File: src/rtl/mt_fetch_sched_if.sv
// Fetch request bus between the thread scheduler and the fetch frontend.
// Parameter TID_W : thread-id width.
// Signals:
//   fetch_valid_o : fetch request for fetch_tid_o (scheduler -> frontend)
//   fetch_tid_o   : granted thread id             (scheduler -> frontend)
//   switch_o      : one-cycle pulse on thread change (scheduler -> frontend)
//   fetch_ready_i : frontend accepts a fetch this cycle (frontend -> scheduler)
interface mt_fetch_sched_if #(
   parameter int unsigned TID_W = 1
);
   logic             fetch_valid_o;
   logic [TID_W-1:0] fetch_tid_o;
   logic             switch_o;
   logic             fetch_ready_i;

   modport master (
      output fetch_valid_o,
      output fetch_tid_o,
      output switch_o,
      input  fetch_ready_i
   );

   modport slave (
      input  fetch_valid_o,
      input  fetch_tid_o,
      input  switch_o,
      output fetch_ready_i
   );
endinterface

File: src/rtl/mt_fetch_sched.sv
// Round-robin fetch scheduler for a multithreaded frontend. One thread is
// granted at a time; it keeps the grant for QUANTUM accepted fetches or until
// it becomes ineligible, then a one-cycle DRAIN bubble precedes the new thread.
// Optional feature macro: MT_SCHED_SWITCH_ON_MISS_EN (an I-cache miss on the
// granted thread also requests rotation).
// Ports:
//   clk_i     : clock, rising edge
//   rst_ni    : synchronous active-low reset
//   halt_i    : global fetch halt, forces IDLE
//   active_i  : per-thread enable
//   stall_i   : per-thread temporary stall
//   miss_i    : I-cache miss on the granted thread
//   fetch     : fetch bus (master side), see mt_fetch_sched_if
module mt_fetch_sched #(
   parameter int unsigned NUM_THREADS     = 2,
   parameter int unsigned NUM_THREADS_LOG = 1,
   parameter int unsigned QUANTUM         = 8
) (
   input  logic                   clk_i,
   input  logic                   rst_ni,
   input  logic                   halt_i,
   input  logic [NUM_THREADS-1:0] active_i,
   input  logic [NUM_THREADS-1:0] stall_i,
   input  logic                   miss_i,
   mt_fetch_sched_if.master       fetch
);

   localparam int unsigned CW = $clog2(QUANTUM + 1);

   typedef enum logic [1:0] {IDLE, RUN, DRAIN} state_e;

   state_e                     state_q, state_d;
   logic [NUM_THREADS_LOG-1:0] cur_q, cur_d;
   logic [CW-1:0]              cnt_q, cnt_d;
   logic                       valid_q, switch_q, switch_d;

   logic [NUM_THREADS-1:0]     eligible;
   logic [NUM_THREADS_LOG-1:0] pick, idx;
   logic                       any_found, other_found;
   logic                       accept, expire, miss_rot, rotate;

`ifdef MT_SCHED_SWITCH_ON_MISS_EN
   assign miss_rot = miss_i;
`else
   logic unused_miss;
   assign unused_miss = miss_i;
   assign miss_rot    = 1'b0;
`endif

   // Round-robin search from cur+1 upward with wrap; cur itself is checked last.
   always_comb begin
      eligible    = active_i & ~stall_i;
      pick        = cur_q;
      idx         = '0;
      any_found   = 1'b0;
      other_found = 1'b0;
      for (int k = int'(NUM_THREADS); k >= 1; k--) begin
         idx = NUM_THREADS_LOG'((int'(cur_q) + k) % int'(NUM_THREADS));
         if (eligible[idx]) begin
            pick      = idx;
            any_found = 1'b1;
            if (k != int'(NUM_THREADS)) other_found = 1'b1;
         end
      end
   end

   // Next-state logic; halt overrides everything and keeps cur.
   always_comb begin
      state_d  = state_q;
      cur_d    = cur_q;
      cnt_d    = cnt_q;
      switch_d = 1'b0;
      accept   = (state_q == RUN) && fetch.fetch_ready_i;
      expire   = accept && (cnt_q == CW'(QUANTUM - 1));
      rotate   = !eligible[cur_q] || expire || miss_rot;

      case (state_q)
         IDLE: begin
            if (any_found) begin
               cur_d   = pick;
               cnt_d   = '0;
               state_d = RUN;
            end
         end
         RUN: begin
            if (accept && (cnt_q != CW'(QUANTUM))) cnt_d = cnt_q + CW'(1);
            if (rotate) begin
               if (other_found) begin
                  cur_d    = pick;
                  cnt_d    = '0;
                  switch_d = 1'b1;
                  state_d  = DRAIN;
               end else if (eligible[cur_q]) begin
                  cnt_d = '0;
               end else begin
                  state_d = IDLE;
               end
            end
         end
         DRAIN: begin
            state_d = eligible[cur_q] ? RUN : IDLE;
         end
         default: state_d = IDLE;
      endcase

      if (halt_i) begin
         state_d  = IDLE;
         cur_d    = cur_q;
         cnt_d    = cnt_q;
         switch_d = 1'b0;
      end
   end

   // State and registered outputs.
   always_ff @(posedge clk_i) begin
      if (!rst_ni) begin
         state_q  <= IDLE;
         cur_q    <= NUM_THREADS_LOG'(NUM_THREADS - 1);
         cnt_q    <= '0;
         valid_q  <= 1'b0;
         switch_q <= 1'b0;
      end else begin
         state_q  <= state_d;
         cur_q    <= cur_d;
         cnt_q    <= cnt_d;
         valid_q  <= (state_d == RUN);
         switch_q <= switch_d;
      end
   end

   assign fetch.fetch_valid_o = valid_q;
   assign fetch.fetch_tid_o   = cur_q;
   assign fetch.switch_o      = switch_q;

endmodule

File: src/flat_wrapper.sv
// flat-port wrapper written by rule: the top's interface ports become plain ports
module mt_fetch_sched_flat 
#(
   parameter int unsigned NUM_THREADS     = 2,
   parameter int unsigned NUM_THREADS_LOG = 1,
   parameter int unsigned QUANTUM         = 8
)
  (clk_i, rst_ni, halt_i, active_i, stall_i, miss_i, fetch_fetch_valid_o, fetch_fetch_tid_o, fetch_switch_o, fetch_fetch_ready_i);
  mt_fetch_sched_if #(.TID_W(1)) fetch_i ();
  input  logic clk_i;
  input  logic rst_ni;
  input  logic halt_i;
  input  logic [NUM_THREADS-1:0] active_i;
  input  logic [NUM_THREADS-1:0] stall_i;
  input  logic miss_i;
  output wire logic [$bits(fetch_i.fetch_valid_o)-1:0] fetch_fetch_valid_o;
  output wire logic [$bits(fetch_i.fetch_tid_o)-1:0] fetch_fetch_tid_o;
  output wire logic [$bits(fetch_i.switch_o)-1:0] fetch_switch_o;
  input wire logic [$bits(fetch_i.fetch_ready_i)-1:0] fetch_fetch_ready_i;
  assign fetch_fetch_valid_o = fetch_i.fetch_valid_o;
  assign fetch_fetch_tid_o = fetch_i.fetch_tid_o;
  assign fetch_switch_o = fetch_i.switch_o;
  assign fetch_i.fetch_ready_i = fetch_fetch_ready_i;
  mt_fetch_sched #(.NUM_THREADS(NUM_THREADS), .NUM_THREADS_LOG(NUM_THREADS_LOG), .QUANTUM(QUANTUM)) u_core (.clk_i(clk_i), .rst_ni(rst_ni), .halt_i(halt_i), .active_i(active_i), .stall_i(stall_i), .miss_i(miss_i), .fetch(fetch_i));
endmodule
File: config.mk
export PLATFORM = sky130hd
export DESIGN_NAME = mt_fetch_sched_flat
export DESIGN_NICKNAME = d
export VERILOG_FILES = /design/src/rtl/mt_fetch_sched_if.sv /design/src/rtl/mt_fetch_sched.sv /design/src/flat_wrapper.sv
export SDC_FILE = /design/constraint.sdc
export NUM_CORES = 1
export LEC_CHECK = 0
export ABC_CLOCK_PERIOD_IN_PS = 1700
export CAP_MARGIN = 20
export CELL_PAD_IN_SITES_DETAIL_PLACEMENT = 0
export CELL_PAD_IN_SITES_GLOBAL_PLACEMENT = 1
export CORE_MARGIN = 2
export CORE_UTILIZATION = 35
export DETAILED_ROUTE_END_ITERATION = 10
export PLACE_DENSITY_LB_ADDON = 0.1
export SETUP_SLACK_MARGIN = 0.5
export SLEW_MARGIN = 30
export SYNTH_ARGS = -nofsm -noshare
export SYNTH_HDL_FRONTEND = slang
export SYNTH_SLANG_ARGS = --single-unit
File: constraint.sdc
create_clock -name clk_i -period 1.7 [get_ports clk_i]
set_input_delay 0.51 -clock clk_i [delete_from_list [all_inputs] [get_ports clk_i]]
set_output_delay 0.51 -clock clk_i [all_outputs]
set_load 0.02 [all_outputs]
==> key figures, run 1 <==
Floorplanning
  – Top Ports: 12
  – Cell Rows: 14
  – Die width: 43.7 µm
  – Initial Utilization: 37.0%
  – DIE HEIGHT: 43.7 µm
  – Die ar.: 1910 µm²
  – Floorplan core area: 1490 µm²

Synth
  – Seq cells post-synth: 9
  – Largest cells by area after synthesis: dfxtp_1 33%, ha_1 4.5%, nand2b_1 3.4%, nor2_1 3.4%, a311oi_1 3.2%
  – Post-synth top area cell: dfxtp_1
  – Post-Synthesis Cells: 61
  – Share of the synthesized area in the top cell type: 32.7%
  – Seq/Total Area, Yosys: 32.7%
  – Warnings, synthesis: 0
  – Post-synthesis cell area: 551 µm²
  – Multiplexer area fraction after synthesis: 0%
  – Largest family of logic cells by synthesized area: simple AND/OR/NAND/NOR gates
  – Xor/xnor share of the synthesized area: 4.77%
  – Syn_nets: 72
  – Post-Synthesis Mean Instance Area: 9.03 µm²
  – Post-synthesis compound-gate area fraction: 25.5%
  – Simple-Gate Fraction of Synth Area: 28.2%
  – Post-synth cell types: 33
  – Adder and majority gate portion of the synthesized area: 4.55%

Hold path
  – Min-Delay Path Class: reg -> reg

GRT
  – M2 GR Usage: 25.6%
  – Met1 Use GR: 20.0%
  – Pin count of the biggest net entering global routing: 8
  – Tot GR Track Use: 16.2%
  – M3 GR Usage: 3.75%
  – GRT busiest layer: met2
  – Initial antenna violation count: 0
  – Vias in the first global route: 524
  – Overflow after GRT: 0
  – Global-route wire length before repair: 2270 µm

Timing
  – Period utilisation layout: 79.1%
  – Worst-Margin Slew: 0.258 ns
  – Max Freq: 744 MHz
  – Count of pins over their slew limit: 0
  – Worst hold slack: 0.496 ns
  – Endpoints failing hold: 0
  – Clock period minus final worst setup slack: 1.34 ns
  – Final worst setup slack: 0.356 ns
  – Clock Skews: 0.000866 ns
  – Final Setup Violations: 0
  – Unrepaired setup endpoints after global routing: true
  – Slew headroom: 82.8%

Status
  – Status: complete, no violations

Placed design
  – Pre-CTS setup slack: -0.211 ns
  – Port bufs: 10
  – DP Cell Count: 90
  – Post-DP HPWL: 944 µm
  – Placer Congestion: 0.693

CTS
  – Clk slew on worst S/H paths: 0.06 ns
  – CTS sink cnt: 9
  – # hold bufs at CTS: 0
  – Number of CTS-inserted buffers: 3
  – CTS Buffer Depth: 2
  – Htree depth: 1
  – CTS tree: yes
  – Clock root cell: clkbuf_4
  – Skew-Pair Late Insertion Delay: 0.26 ns

Route
  – Routed len/inst: 13.1 µm
  – Final wirelength: 1270 µm
  – Detailed-route vias per instance: 5.45
  – Drt first pass iters: 2
  – Final ANT Viol Nets: 0
  – Vias: 529
  – DR iter-0 viols: 12
  – DRC Markers: 0

Critical path
  – Slowest cell on crit path: or3b_4
  – Critical path required time: 1.87 ns
  – Critical path class: in -> reg
  – Crit path max fanout: 3
  – Element type at the critical path end: flop
  – WP data arrival: 1.52 ns
  – Slowest stage delay, CP: 0.40 ns
  – Crit-path leading delay family: compound AO/OA/AOI/OAI gates
  – Buf/Inv on CP: 1
  – Critical path cell sequence: clkdlybuf4s15_1 -> or3b_4 -> a21o_1 -> a311oi_2
  – CP startpoint kind: primary input

Power
  – Combinational power share: 19.6%
  – Max VDD drop: 307 µV
  – Leak: 0.288 nW
  – Final Power: 487 µW
  – Power per cell area: 632 nW/µm²
  – NetSw: 128 µW
  – Switch share: 26.3%
  – Sequential power share: 45.4%
  – Internal power: 359 µW
  – Clk pwr share: 35.0%

Cells and area
  – Non-Filler Instances: 97
  – Layout cells sized above 1: 42.0%
  – Nets: 93
  – Area Overhead vs Synth: 40.0%
  – # diodes: 0

Run
  – # Max-Cap Violations: 0
==> path summary, 6_finish.rpt <==
path | startpoint | endpoint | slack (ns) | cells past startpoint
setup / recovery | active_i[0] | u_core.fetch.fetch_valid_o$_SDFF_PN0_ | 0.36 | 4
hold / removal | u_core.cnt_q[1]$_SDFFE_PN0P_ | u_core.cnt_q[1]$_SDFFE_PN0P_ | 0.50 | 2
setup reg to reg | u_core.fetch.fetch_tid_o$_SDFFE_PN1P_ | u_core.fetch.fetch_valid_o$_SDFF_PN0_ | 0.36 | 4
hold reg to reg | u_core.cnt_q[1]$_SDFFE_PN0P_ | u_core.cnt_q[1]$_SDFFE_PN0P_ | 0.50 | 2
==> cells in the final DEF, fill, tap and decap left out, types with 2 or more instances in the layout <==
cell type / count
xor2_1: 2
buf_4: 7
nor3b_2: 2
a21o_1: 2
dfxtp_2: 5
clkbuf_4: 3
o21ai_1: 2
a31o_2: 2
dfxtp_1: 4
nand2b_1: 3
nor2_1: 5
nand3b_1: 2
inv_1: 2
dlygate4sd2_1: 4
a211oi_2: 2
buf_6: 4
nand2_1: 4
nand3_1: 2
==> per-stage QoR <==
| stage | utilization [%] | TNS, ns | area, µm² |
|---|---|---|---|
| 6_report | 51.8 | 0 | 771 |
| 5_1_grt | 51.8 | 0 | 771 |
| 4_1_cts | 49.8 | 0 | 742 |
| 3_5_place_dp | 46.9 | -1.61 | 698 |
| 3_3_place_gp | 46.9 | -1.65 | 698 |
| 2_1_floorplan | - | 0 | 559 |
==> worst register-to-register path, delay by kind of cell (launching register included) <==
| family | cells | cell delay (ns) |
|---|---|---|
| flip-flops | 1 | 0.32 |
| buffers and inverters | 1 | 0.11 |
| AO/OA/AOI/OAI | 2 | 0.44 |
| AND/OR/NAND/NOR | 1 | 0.38 |
==> kinds of logic after synthesis <==
family,count (synthesis)
xor gates and xnor gates,3
adders and majority gates,2
and+or+nand+nor,25
buffers and inverters,4
AOI/OAI and AO/OA,18
DFF,9
==> synth_stat cells <==
cell and number:
a211oi_2 1, and4bb_2 1, nand3b_1 2, a211oi_1 1, nand2b_1 3, a31o_2 2
nor2b_1 1, nand2_1 4, o2111ai_1 1, or3b_4 1, a21o_1 2, a311oi_1 2
o21ai_2 1, dfxtp_1 9, a21oi_2 1, nand3_1 2, buf_2 1, xor2_1 2
inv_1 2, nor2_1 5, and2b_1 1, ha_1 2, o21bai_1 1, nor3b_1 2
o31ai_1 1, and4b_1 1, xnor2_1 1, a21oi_1 1, buf_6 1, nand4b_1 1
nand4_1 1, o21ai_0 3, a22o_1 1
==> flip-flops by register name, indices dropped and copies added, names as in the netlist <==
name / count
u_core.fetch.fetch_valid_o: 1
u_core.fetch.switch_o: 1
u_core.state_q: 2
u_core.fetch.fetch_tid_o: 1
u_core.cnt_q: 4
==> routing by layer <==
metal,routed length [µm],vias up
met2,668,8
met1,552,251
met5,0,-
met4,13,0
met3,37,2
li1,-,268
==> what timing repair did <==
action	in CTS	in global routing
setup endpoints to repair	12	12
buffers inserted	1	2
gates resized for setup	36	4
hold endpoints to repair	0	0
pin swaps	9	2
==> power by group through the flow <==
stage	clock network (mW)	registers (mW)	logic [mW]
detailed placement	0	0.225	0.0894
floorplan	0	0.229	0.0470
global placement	0	0.225	0.0890
global route	0.190	0.222	0.105
finish	0.170	0.221	0.0954
CTS	0.175	0.221	0.0890
==> cell type report <==
cell class,count,area [µm²]
Multi-Input combinational cell,48,373
Timing Repair Buffer,18,158
Sequential cell,9,186
Tap cell,16,20.0
Inverter,2,7.51
Clock buffer,4,26.3
Fill cell,162,718
No activity file was read; power rests on OpenSTA's default activity.
==> run 2: changes to the inputs <==
- ABC_CLOCK_PERIOD_IN_PS: 1700 -> 1200
- CORE_UTILIZATION: 35 -> 32
- clock period: 1.7 -> 1.2 ns (I/O delays scaled with it)
==> run 2 against run 1 <==
  * The flow now finishes with violations (setup timing)
  * Non-clock buffer count is 2 higher
  * Count of clock-buffer cells in the layout unchanged
  * Global-route usage shrank 0.99 points
  * Worst setup slack got worse by 0.44 ns
  * Hold slack better by 0.061 ns
  * Design area rose by 4.1%
  * Clock power rose by 38%
  * Via count increased by 0.19%
  * Combinational power up 26%
  * Power increased by 37%
  * Sequential share of layout area decreased by 0.32 points
  * Register-to-register slack lost 0.44 ns
==> key figures, run 2 (synthesized netlist as in run 1, its figures left out) <==
Timing
  – Slew headroom: 81.7% (-1.1 points)
  – Worst-Margin Slew: 0.275 ns (+0.0171 ns)
  – Clock period minus final worst setup slack: 1.28 ns
  – Endpoints failing hold: 0 (unchanged)
  – Max Freq: 779 MHz
  – Final Setup Violations: 9 (+9)
  – Period utilisation layout: 107%
  – Final worst setup slack: -0.0830 ns (-0.439 ns)
  – Count of pins over their slew limit: 0 (unchanged)
  – Unrepaired setup endpoints after global routing: true
  – Clock Skews: 0.00450 ns (+0.00364 ns)

Critical path
  – CP startpoint kind: flop
  – Reg2Reg Launch Point: u_core.fetch.fetch_tid_o$_SDFFE_PN1P_
  – Buf/Inv on CP: 0 (-1)
  – Setup crit end: u_core.state_q[0]$_SDFF_PN0_
  – Critical path cell sequence: or3b_4 -> a21o_1 -> a311oi_1
  – Slowest stage delay, CP: 0.41 ns (about the same)
  – Critical path class: reg -> reg
  – R2r endpoint: u_core.state_q[0]$_SDFF_PN0_
  – Slowest cell on crit path: or3b_4
  – Critical path required time: 1.37 ns (-0.50 ns)
  – Reg2reg path depth: 3 (-1)
  – Worst path depth: 3 (-1)
  – Crit-path leading delay family: compound AO/OA/AOI/OAI gates
  – Crit path from: u_core.fetch.fetch_tid_o$_SDFFE_PN1P_
  – Crit path max fanout: 3 (unchanged)
  – WP data arrival: 1.45 ns (-0.07 ns)
  – Reg2Reg Setup Slack: -0.08 ns (-0.44 ns)
  – Element type at the critical path end: flop

Cells and area
  – Max FFs per register: 4 (unchanged)
  – Area Overhead vs Synth: 45.7%
  – Design area: 802 µm² (+4.1%)
  – Most frequent cells in the layout: 10 x buf_4, 6 x dlygate4sd2_1, 4 x nor2_1, 4 x nand2_1, 4 x dfxtp_1
  – Largest Register: u_core.cnt_q
  – Nets: 95 (+2.2%)
  – Area occupied by multi-input gates: 385 µm² (+3.4%)
  – Final Core Density: 51.4% (-0.32 points)
  – Non-Filler Instances: 99 (+2.1%)
  – Reg area: 191 µm² (+2.7%)
  – # diodes: 0 (unchanged)
  – Commonest non-fill, non-tap cell in the layout: buf_4
  – Top Registers: u_core.cnt_q: 4 flops, u_core.state_q: 2 flops
  – # fillers: 154 (-4.9%)
  – Layout cells sized above 1: 44.6% (+2.6 points)

Floorplanning
  – Top Ports: 12 (unchanged)
  – Initial Utilization: 35.3% (-1.7 points)
  – Die width: 45.5 µm (+4.2%)
  – DIE HEIGHT: 45.5 µm (+4.2%)
  – Cell Rows: 14 (unchanged)
  – Die ar.: 2070 µm² (+8.5%)
  – Floorplan core area: 1560 µm² (+4.7%)

Placed design
  – Pre-CTS setup slack: -0.556 ns (-0.345 ns)
  – Placer Congestion: 0.719 (+3.7%)
  – Port bufs: 10 (unchanged)
  – DP Cell Count: 93 (+3.3%)
  – Placed Area: 737 µm² (+5.6%)
  – Post-DP HPWL: 973 µm (+3.0%)

GRT
  – Tot GR Track Use: 15.2% (-0.99 points)
  – Overflow after GRT: 0 (unchanged)
  – Vias in the first global route: 532 (+1.5%)
  – Pin count of the biggest net entering global routing: 9 (+1)
  – Initial antenna violation count: 0 (unchanged)
  – Global-route wire length before repair: 2210 µm (-2.5%)

CTS
  – Skew-Pair Late Insertion Delay: 0.26 ns (about the same)
  – CTS tree: yes
  – CTS Buffer Depth: 2 (unchanged)
  – Number of CTS-inserted buffers: 3 (unchanged)
  – CTS sink cnt: 9 (unchanged)
  – # hold bufs at CTS: 0 (unchanged)
  – Htree depth: 1 (unchanged)
  – Clock root cell: clkbuf_4
  – Clk slew on worst S/H paths: 0.06 ns (about the same)

Hold path
  – Min-Delay Path Class: reg -> reg
  – Worst Hold Launch: u_core.state_q[0]$_SDFF_PN0_
  – Hold path cells: 1 (-1)

Route
  – DR iter-0 viols: 2 (-10)
  – Final ANT Viol Nets: 0 (unchanged)
  – Detailed-route vias per instance: 5.35 (-1.8%)
  – Vias: 530 (+0.19%)
  – Final wirelength: 1330 µm (+4.6%)
  – DRC Markers: 0 (unchanged)
  – Drt first pass iters: 2 (unchanged)
  – Routed len/inst: 13.4 µm (+2.5%)

Status
  – Failing checks: setup timing
  – Status: finished with violations

Power
  – Leak: 0.303 nW (+5.2%)
  – Max VDD drop: 463 µV (+51%)
  – Power per cell area: 829 nW/µm² (+31%)
  – Final Power: 665 µW (+37%)

Run
  – # Max-Cap Violations: 0 (unchanged)
-- run 2: cell types whose count changed in the layout (fill, tap and decap cells not counted), sizes merged --
cell	before	now
dlygate4sd2	4	6
buf	12	13
clkdlybuf4s15	1	0
-- run 2: cell type report --
cell class	count	area share [%]
Tap cell	16	2.50
Inverter	2	0.936
Sequential cell	9	23.9
Multi-Input combinational cell	48	48.0
Timing Repair Buffer	20	21.4
Clock buffer	4	3.28
-- run 2: repair_timing --
item                                    CTS  global route
pin swaps                                13             4
endpoints found under the setup margin   12            12
setup buffers                             1             1
endpoints found under the hold margin     0             0
gates resized for setup                  28             5
-- run 2: worst min path at each step --
stage	endpoint	slack [ns]
floorplan	u_core.fetch.fetch_tid_o$_SDFFE_PN1P_	0.44
global placement	u_core.state_q[0]$_SDFF_PN0_	0.55
detailed placement	u_core.fetch.fetch_valid_o$_SDFF_PN0_	0.55
CTS	u_core.fetch.fetch_valid_o$_SDFF_PN0_	0.55
global route	u_core.fetch.fetch_valid_o$_SDFF_PN0_	0.58
finish	u_core.fetch.fetch_valid_o$_SDFF_PN0_	0.56
-- run 2: power by group --
part	switching (mW)	internal [mW]	leakage, nW	total (mW)
combinational	0.0586	0.0614	0.213	0.120
clock	0.106	0.128	0.0150	0.234
sequential	0.00690	0.304	0.0753	0.311
-- run 2: layer usage --
layer	wire [µm]	track usage (%)	part of all wire (%)
met1	577	17.1	43
met4	9	7.06	0.68
met5	0	0	0
met3	50	3.57	3.8
met2	692	26.5	52
-- run 2: metrics by stage --
stage          TNS [ns]  hold slack, ns
5_1_grt           -1.16           0.579
2_1_floorplan    -0.677           0.439
6_report         -0.486           0.558
4_1_cts          -0.637           0.554
3_3_place_gp      -4.74           0.546
3_5_place_dp      -4.76           0.553
==> run 3: changes to the inputs <==
- HOLD_SLACK_MARGIN: default -> 0.06
==> results of run 3 <==
Final layout, timing and power as in run 2 (identical DEF).
